### config.mk
export PLATFORM = sky130hd
export DESIGN_NAME = y_motion_ctrl
export DESIGN_NICKNAME = d
export VERILOG_FILES = /design/src/rtl/y_motion_pkg.sv /design/src/rtl/y_key_arbiter.sv /design/src/rtl/y_motion_ctrl.sv
export SDC_FILE = /design/constraint.sdc
export NUM_CORES = 1
export LEC_CHECK = 0
export ABC_AREA = 1
export BUFFER_PORTS_ARGS = -buffer_cell sky130_fd_sc_hd__buf_2
export CAP_MARGIN = 20
export CORE_UTILIZATION = 35
export CTS_CLUSTER_SIZE = 30
export DETAILED_ROUTE_END_ITERATION = 10
export GPL_TIMING_DRIVEN = 0
export PLACE_DENSITY_LB_ADDON = 0.15
export SYNTH_ARGS = -nofsm -noshare
export SYNTH_HDL_FRONTEND = slang
export SYNTH_SLANG_ARGS = --single-unit
### constraint.sdc
create_clock -name clk -period 4.35 [get_ports clk]
set_input_delay 0.87 -clock clk [delete_from_list [all_inputs] [get_ports clk]]
set_output_delay 0.87 -clock clk [all_outputs]
set_load 0.005 [all_outputs]
### src/rtl/y_motion_pkg.sv
// y_motion_pkg: shared constants for the running-man vertical motion block.
// Move codes, key bit positions, the two-state move FSM type and a width
// helper for the signed y + v sum.
// Optional build macro used by the block: Y_MOTION_KEY_EDGE_EN.
package y_motion_pkg;

    localparam logic [1:0] MV_IDLE = 2'b00;
    localparam logic [1:0] MV_BJ   = 2'b01;
    localparam logic [1:0] MV_SJ   = 2'b10;
    localparam logic [1:0] MV_DROP = 2'b11;

    localparam int KEY_BJ   = 0;
    localparam int KEY_SJ   = 1;
    localparam int KEY_DROP = 2;
    localparam int KEY_N    = 3;

    typedef enum logic {
        ST_IDLE,
        ST_MOVE
    } state_t;

    // Width of the signed y + v sum: one bit of headroom plus a sign bit.
    function automatic int ext_w(input int y_w);
        return y_w + 2;
    endfunction

endpackage

### src/rtl/y_key_arbiter.sv
// y_key_arbiter: picks which move to launch from the active-low keys.
// Priority key0 > key1 > key2; a key blocked by its y guard falls through to
// the next pressed key. Produces a one-hot request, launch velocity and the
// absolute landing target.
// Y_MOTION_KEY_EDGE_EN: when defined, a key counts only on its press edge.
module y_key_arbiter
    import y_motion_pkg::*;
#(
    parameter int Y_W       = 7,
    parameter int V_W       = 5,
    parameter int LEVEL_H   = 40,
    parameter int BJ_V0     = 9,
    parameter int SJ_V0     = 7,
    parameter int DROP_V0   = 1,
    parameter int TOP_GUARD = 40,
    parameter int BOT_GUARD = 80
)
(
    input  logic                  clk,
    input  logic                  resetn,
    input  logic                  enable,
    input  logic                  idle,
    input  logic [KEY_N-1:0]      key_n,
    input  logic [Y_W-1:0]        y,
    output logic [KEY_N-1:0]      req,
    output logic signed [V_W-1:0] launch_v,
    output logic [Y_W-1:0]        target
);

    localparam logic [Y_W-1:0]        TOP_G   = Y_W'(TOP_GUARD);
    localparam logic [Y_W-1:0]        BOT_G   = Y_W'(BOT_GUARD);
    localparam logic [Y_W-1:0]        LEVEL_Y = Y_W'(LEVEL_H);
    localparam logic signed [V_W-1:0] BJ_LV   = V_W'(-BJ_V0);
    localparam logic signed [V_W-1:0] SJ_LV   = V_W'(-SJ_V0);
    localparam logic signed [V_W-1:0] DROP_LV = V_W'(DROP_V0);

    logic [KEY_N-1:0] pressed;

`ifdef Y_MOTION_KEY_EDGE_EN
    logic [KEY_N-1:0] key_hist;

    // Remember last clk's key levels so only a released-to-pressed change counts.
    always_ff @(posedge clk or negedge resetn) begin
        if (!resetn) begin
            key_hist <= 3'b111;
        end else begin
            key_hist <= key_n;
        end
    end

    assign pressed = key_hist & ~key_n;
`else
    logic unused_clk_rst;

    assign unused_clk_rst = clk & resetn;
    assign pressed        = ~key_n;
`endif

    // Priority select with guard fall-through; nothing is requested while busy or disabled.
    always_comb begin
        req      = '0;
        launch_v = '0;
        target   = '0;
        if (enable && idle) begin
            if (pressed[KEY_BJ] && (y > TOP_G)) begin
                req[KEY_BJ] = 1'b1;
                launch_v    = BJ_LV;
                target      = y - LEVEL_Y;
            end else if (pressed[KEY_SJ]) begin
                req[KEY_SJ] = 1'b1;
                launch_v    = SJ_LV;
                target      = y;
            end else if (pressed[KEY_DROP] && (y < BOT_G)) begin
                req[KEY_DROP] = 1'b1;
                launch_v      = DROP_LV;
                target        = y + LEVEL_Y;
            end
        end
    end

endmodule

### src/rtl/y_motion_ctrl.sv
// y_motion_ctrl: vertical motion of the running-man sprite.
// A signed velocity register plus constant gravity drives y once per tick;
// landing snaps y to the move's target while falling.
// Y_MOTION_KEY_EDGE_EN: when defined, launches need a fresh key press edge.
module y_motion_ctrl
    import y_motion_pkg::*;
#(
    parameter int Y_W       = 7,
    parameter int V_W       = 5,
    parameter int Y_RESET   = 108,
    parameter int LEVEL_H   = 40,
    parameter int BJ_V0     = 9,
    parameter int SJ_V0     = 7,
    parameter int DROP_V0   = 1,
    parameter int GRAV      = 1,
    parameter int V_MAX     = 9,
    parameter int TOP_GUARD = 40,
    parameter int BOT_GUARD = 80
)
(
    input  logic           clk,
    input  logic           resetn,
    input  logic           tick,
    input  logic           enable,
    input  logic [2:0]     key_n,
    output logic [Y_W-1:0] y,
    output logic           busy,
    output logic [1:0]     move,
    output logic           land
);

    localparam int                    NXT_W   = ext_w(Y_W);
    localparam logic signed [V_W:0]   V_MAX_X = (V_W+1)'(V_MAX);
    localparam logic signed [V_W:0]   GRAV_X  = (V_W+1)'(GRAV);

    state_t                  state, state_nxt;
    logic signed [V_W-1:0]   v;
    logic [Y_W-1:0]          target;

    logic [KEY_N-1:0]        req;
    logic signed [V_W-1:0]   launch_v;
    logic [Y_W-1:0]          launch_tgt;
    logic                    launch;
    logic [1:0]              launch_move;

    logic signed [NXT_W-1:0] nxt;
    logic signed [V_W:0]     v_inc;
    logic signed [V_W-1:0]   v_next;
    logic                    falling;
    logic                    hit;

    y_key_arbiter #(
        .Y_W      (Y_W),
        .V_W      (V_W),
        .LEVEL_H  (LEVEL_H),
        .BJ_V0    (BJ_V0),
        .SJ_V0    (SJ_V0),
        .DROP_V0  (DROP_V0),
        .TOP_GUARD(TOP_GUARD),
        .BOT_GUARD(BOT_GUARD)
    ) u_arb (
        .clk     (clk),
        .resetn  (resetn),
        .enable  (enable),
        .idle    (state == ST_IDLE),
        .key_n   (key_n),
        .y       (y),
        .req     (req),
        .launch_v(launch_v),
        .target  (launch_tgt)
    );

    assign launch      = |req;
    assign launch_move = req[KEY_BJ] ? MV_BJ : (req[KEY_SJ] ? MV_SJ : MV_DROP);

    assign nxt     = $signed({2'b00, y}) + $signed({{(NXT_W-V_W){v[V_W-1]}}, v});
    assign falling = !v[V_W-1] && (v != '0);
    assign hit     = falling && (nxt >= $signed({2'b00, target}));
    assign v_inc   = $signed({v[V_W-1], v}) + GRAV_X;
    assign v_next  = (v_inc > V_MAX_X) ? V_MAX_X[V_W-1:0] : v_inc[V_W-1:0];

    // Move FSM state register.
    always_ff @(posedge clk or negedge resetn) begin
        if (!resetn) begin
            state <= ST_IDLE;
        end else begin
            state <= state_nxt;
        end
    end

    // Launch from idle on any edge; return to idle on the landing tick.
    always_comb begin
        state_nxt = state;
        busy      = 1'b0;
        case (state)
            ST_IDLE: begin
                if (launch) begin
                    state_nxt = ST_MOVE;
                end
            end
            ST_MOVE: begin
                busy = 1'b1;
                if (tick && hit) begin
                    state_nxt = ST_IDLE;
                end
            end
            default: state_nxt = ST_IDLE;
        endcase
    end

    // Velocity, target and y datapath; acceptance loads launch values without moving y.
    always_ff @(posedge clk or negedge resetn) begin
        if (!resetn) begin
            y      <= Y_W'(Y_RESET);
            v      <= '0;
            target <= '0;
            move   <= MV_IDLE;
            land   <= 1'b0;
        end else begin
            land <= 1'b0;
            if (state == ST_IDLE) begin
                if (launch) begin
                    v      <= launch_v;
                    target <= launch_tgt;
                    move   <= launch_move;
                end
            end else if (tick) begin
                if (hit) begin
                    y    <= target;
                    v    <= '0;
                    move <= MV_IDLE;
                    land <= 1'b1;
                end else begin
                    if (nxt[NXT_W-1]) begin
                        y <= '0;
                    end else if (|nxt[NXT_W-2:Y_W]) begin
                        y <= '1;
                    end else begin
                        y <= nxt[Y_W-1:0];
                    end
                    v <= v_next;
                end
            end
        end
    end

endmodule

======== Word-level counts from Yosys, hierarchy flattened ========
Index checks and enable logic that the tools add are counted.
cells by class
  muxes and demuxes ....................... 35
  reduce and logical (&&, ||, !) cells .... 14
  bitwise logic cells ..................... 2
  eq/ne operators ......................... 2
  $add $sub $neg .......................... 4
  order comparisons ....................... 4
operators with widths
  cell                   count
  $mux W7                7
  $mux W5                8
  $mux W1                12
  $mux W2                6
  $add A8 B5 Y9          1
  $ge A9 B8 Y1           1
  $add A7 B6 Y7 const B  1
  $gt A7 B6 Y1 const B   1
  $lt A7 B7 Y1 const B   1
  $sub A7 B6 Y7 const B  1
  $add A5 B2 Y6 const B  1
  $gt A6 B5 Y1 const B   1
  $logic_and A1 B1 Y1    6
  $reduce_and A2 Y1      3
  $reduce_bool A5 Y1     1
  $mux W3                1
  $not A3 Y3             1
  $reduce_and A3 Y1      1
  $reduce_or A3 Y1       1
  $ne A2 B1 Y1 const B   1
  $ne A2 B2 Y1 const B   1
  $pmux W1 S2            1
  $reduce_bool A2 Y1     1
  $logic_not A1 Y1       1
  $not A1 Y1             1
word-level totals
  input bits .............................. 7
  output and inout bits ................... 11
  bits in registers ....................... 23
  logic and storage cells ................. 67

======== Longest topological paths before layout ========
  depth in word-level cells ............... 10
  mapped depth ............................ 20
  mapped depth without buffers ............ 19

======== Modules after synthesis ========
From an unflattened synthesis, not the netlist that was laid out.
unflattened totals
  cell total of the unflattened synthesis .. 315
  area total of the unflattened synthesis .. 2163.3 um2
by module, submodules not included
  module         times used  cells an instance  sequential area each (um2)  area each (um2)
  y_motion_ctrl  1           244                580.6                       1771.7
  y_key_arbiter  1           71                 0.0                         391.6

======== Least setup slack after synthesis ========
Ideal clock, no wire load.
  kind .................................... register to register
  start ................................... reg y[0]
  end ..................................... reg v[1]
  arrival time ............................ 2679 ps
  buffers on the path ..................... 1
  cell stages (with the launch flop) ...... 19
  path slack .............................. 1593 ps
  library setup time ...................... 77 ps
  cells stage by stage .................... dfrtp_1 ha_1 fa_1 nand2_1 nand3_1 nand2_1 xor2_1 inv_1 ha_1 nand2_1 nor2_1 nand2_1 nand3_1 a21oi_1 nand2_4 nand2_4 buf_8 nand3_2 a21oi_1
between the ends
  cells in the longest elaborated chain, start to end .. 9
  elaborated cells between the ends (all ways) .. 21
  classes of those cells .................. add/sub (1); order compare (3); mux (11); reduce/logical (6)
ends and longest elaborated chain
  element                                                                line                  source
  from (decl)                                                            y_motion_ctrl.sv:26   output logic [Y_W-1:0] y,
  from (signal assigned)                                                 y_motion_ctrl.sv:114  y <= Y_W'(Y_RESET);
  from (signal assigned)                                                 y_motion_ctrl.sv:129  y <= target;
  from (signal assigned)                                                 y_motion_ctrl.sv:139  y <= nxt[Y_W-1:0];
  parallel branches: the longest is 9 deep, another holds $add A8 B5 Y9  --
  to (signal assigned)                                                   y_motion_ctrl.sv:123  v <= launch_v;
  to (signal assigned)                                                   y_motion_ctrl.sv:141  v <= v_next;
  to (decl)                                                              y_motion_ctrl.sv:37   logic signed [V_W-1:0] v;
Parallel ways; which one is timed is not known. The select of a mux whose other input is x is not followed.
A chain may end at the register's enable or synchronous reset.

======== Worst setup path after layout ========
  start ................................... reg v[0]
  end ..................................... reg v[1]
between the ends
  cells in the longest elaborated chain, start to end .. 6
  elaborated cells between the ends (all ways) .. 11
  classes of those cells .................. add/sub (2); order compare (2); mux (4); reduce/logical (3)
ends and longest elaborated chain
  element                                                line                                      source
  $add A8 B5 Y9 (tied with other cells)                  y_motion_ctrl.sv:76                       assign nxt = $signed({2'b00, y}) + $signed({{(NXT_W-V_W){v[V_W-1]}}, v});
  $ge A9 B8 Y1 (tied with other cells)                   y_motion_ctrl.sv:78                       assign hit = falling && (nxt >= $signed({2'b00, target}));
  $logic_and A1 B1 Y1 / $mux W5 (equally long branches)  y_motion_ctrl.sv:78, y_motion_ctrl.sv:80
  $mux W5 (*)                                            y_motion_ctrl.sv:128                      if (hit) begin
  $mux W5 (*)                                            y_motion_ctrl.sv:127                      end else if (tick) begin
  $mux W5 (*)                                            y_motion_ctrl.sv:121                      if (state == ST_IDLE) begin
Mark *: on every way between the ends. The rest lies on a longest branch, timed or not. The select of a mux whose other input is x is not followed.

==> results_dict.tcl <==
set metrics [dict create \
    grt_usage_pct 17.9 \
    detail_route.wl_per_cell_um 12.7 \
    finalCritPeriodShare_pct 71.4 \
    fin_hold_ws_ps 507 \
    drv_slew 0 \
    insertion_delay_ps 270 \
    clockBufferDepth 2 \
    cts_tree "built" \
    antenna_left 0 \
    grt_pass1_wl_um 8710 \
    antenna_found_initial 0 \
    gp_congestion 0.769 \
    crit_path_end_kind "register" \
    hpwl_um 4130 \
    syn-num-nets 336 \
    drv_cap 0 \
    yosys_warnings 0 \
    drc_errors 0 \
    start_util_pct 37.2 \
    reg2reg_slack_ps 1240 \
    synth.distinct_cells 29 \
    status "completed" \
    rsz0062_at_grt "no" \
    placed_area_um2 2270 \
    drt_iter0_drc 62 \
    crit_path_max_fanout 10 \
    timing.rr.start "v[0]" \
    vias 1913 \
    cts_max_level 1 \
    cts_sinks 23 \
    yosysSeqAreaShare_pct 27.7 \
    synth_area_per_cell_um2 6.83 \
    syn_to_final_growth_pct 10.6 \
    most-common-layout-cells "nand2_1 (80), inv_1 (52), nand3_1 (40)" \
    drt-total-wl_um 5090 \
    overflow 0 \
    tightest_slew_ps 521 \
    drive_above_1_share_pct 12.5 \
    port_buffers 17 \
    first_pass_iters 4 \
    critPathLaunch "v[0]" \
    startpoint_type "register" \
    nFillCells 611 \
    final_common_cell "nand2_1" \
    mappedNetlistArea_um2 2100 \
    final.setup.tns_ps 0 \
    holdBufCountCts 0 \
    fmax_ghz 0.322 \
    rows 27 \
    die_y_um 79.4 \
    io_pins 18 \
    cts_resized 0 \
    hold_class "register to register" \
    synthCells 307 \
    skew_ps 3.05 \
    crit_arrival_ps 3300 \
    min_from "move[0]" \
    relSlewSlack_pct 65.2 \
    grt_pass1_vias 1844 \
    cts_root_buf "clkbuf_8" \
    antenna_cells 0 \
    setup_viol 0 \
    async_flop_share_pct 100 \
    critical_path_class "register to register" \
    fin_nets 358 \
    grt_max_degree 24 \
    dieArea_um2 6310 \
    cp.required_ps 4550 \
    cts_buffers 3 \
    hold_violations 0 \
    synth_edf_count 0 \
    vias_per_cell 4.78 \
    clk_pin_slew_ps 80 \
    die_w_um 79.4 \
    ys_ff_latch 23 \
    final_area_um2 2320 \
    period_minus_slack_ps 3110 \
    post_cts_buffers 0 \
    synth_top_flop_cell "dfrtp_1" \
    core_um2 5640 \
]
-- stage by stage --
step           worst slack (ps)  cells  utilization, %
6_report                   1240    400            41.1
5_1_grt                     947    400            41.1
4_1_cts                    1230    400            41.1
3_5_place_dp               1260    396            40.3
3_3_place_gp               1270    396            40.3
2_1_floorplan              1590    307               -
-- metal layers --
metal  vias to the layer above  routed length (um)  track usage [%]
li1                       1033                   -                -
met4                         0                  64             4.91
met1                       851                2640             24.8
met3                         5                  90             1.37
met5                         -                   0                0
met2                        24                2300             29.8
-- flip-flops by register name, indices dropped and copies added (netlist names) --
signal	flops
target	7
move	2
y	7
state	1
land	1
v	5
-- logic make-up after synthesis --
logic type	after synthesis	synth area share, %
adders and majority gates	22	13.5
AOI/OAI and AO/OA	36	9.25
DFF	23	27.7
xor gates and xnor gates	6	2.51
and+or+nand+nor	161	35.7
buffers and inverters	59	11.4
-- layout make-up --
cell class | instances | area [um^2] | share of cell area, %
buffer | 6 | 40.0 | 1.73
clock buffer | 3 | 41.3 | 1.78
clock inverter | 1 | 5.00 | 0.216
inverter | 53 | 199 | 8.58
multi-input combinational | 225 | 1280 | 55.1
sequential | 23 | 581 | 25.0
tap | 72 | 90.1 | 3.89
timing repair buffer | 17 | 85.1 | 3.67
-- cells in the mapped netlist, types with 4 or more instances --
cell type | instances | share of area (%)
o21ai_0 | 15 | 3.6
ha_1 | 21 | 13
nand3_1 | 40 | 9.5
nor2_1 | 19 | 3.4
nand2_1 | 80 | 14
a21oi_1 | 14 | 3.3
inv_1 | 52 | 9.3
nand4_1 | 11 | 3.3
dfrtp_1 | 19 | 23
dfstp_2 | 4 | 5.0
xor2_1 | 6 | 2.5
-- critical path, cell delays in order, from the launching register on --
cell     delay (ps)
dfrtp_1         480
ha_1            280
fa_1            390
nand2_1         100
nand3_1         120
nand2_1         100
xor2_1          200
inv_1            70
ha_1            290
nand2_1          90
nor2_1           60
nand2_1          50
nand3_1          60
a21oi_1         210
nand2_4         130
nand2_4         100
buf_8           130
nand3_2          60
a21oi_1         120
-- path summary, 6_finish.rpt --
kind	end	cells past startpoint
worst max-delay path	v[1]	18
worst min-delay path	move[0]	2
worst max register to register	v[1]	18
worst min register to register	move[0]	2
max in group asynchronous	y[6]	1
min in group asynchronous	v[1]	1
Power is left out: the tool's default activity adds up to more than one toggle a clock period on the data nets, which glitch-free logic cannot reach.
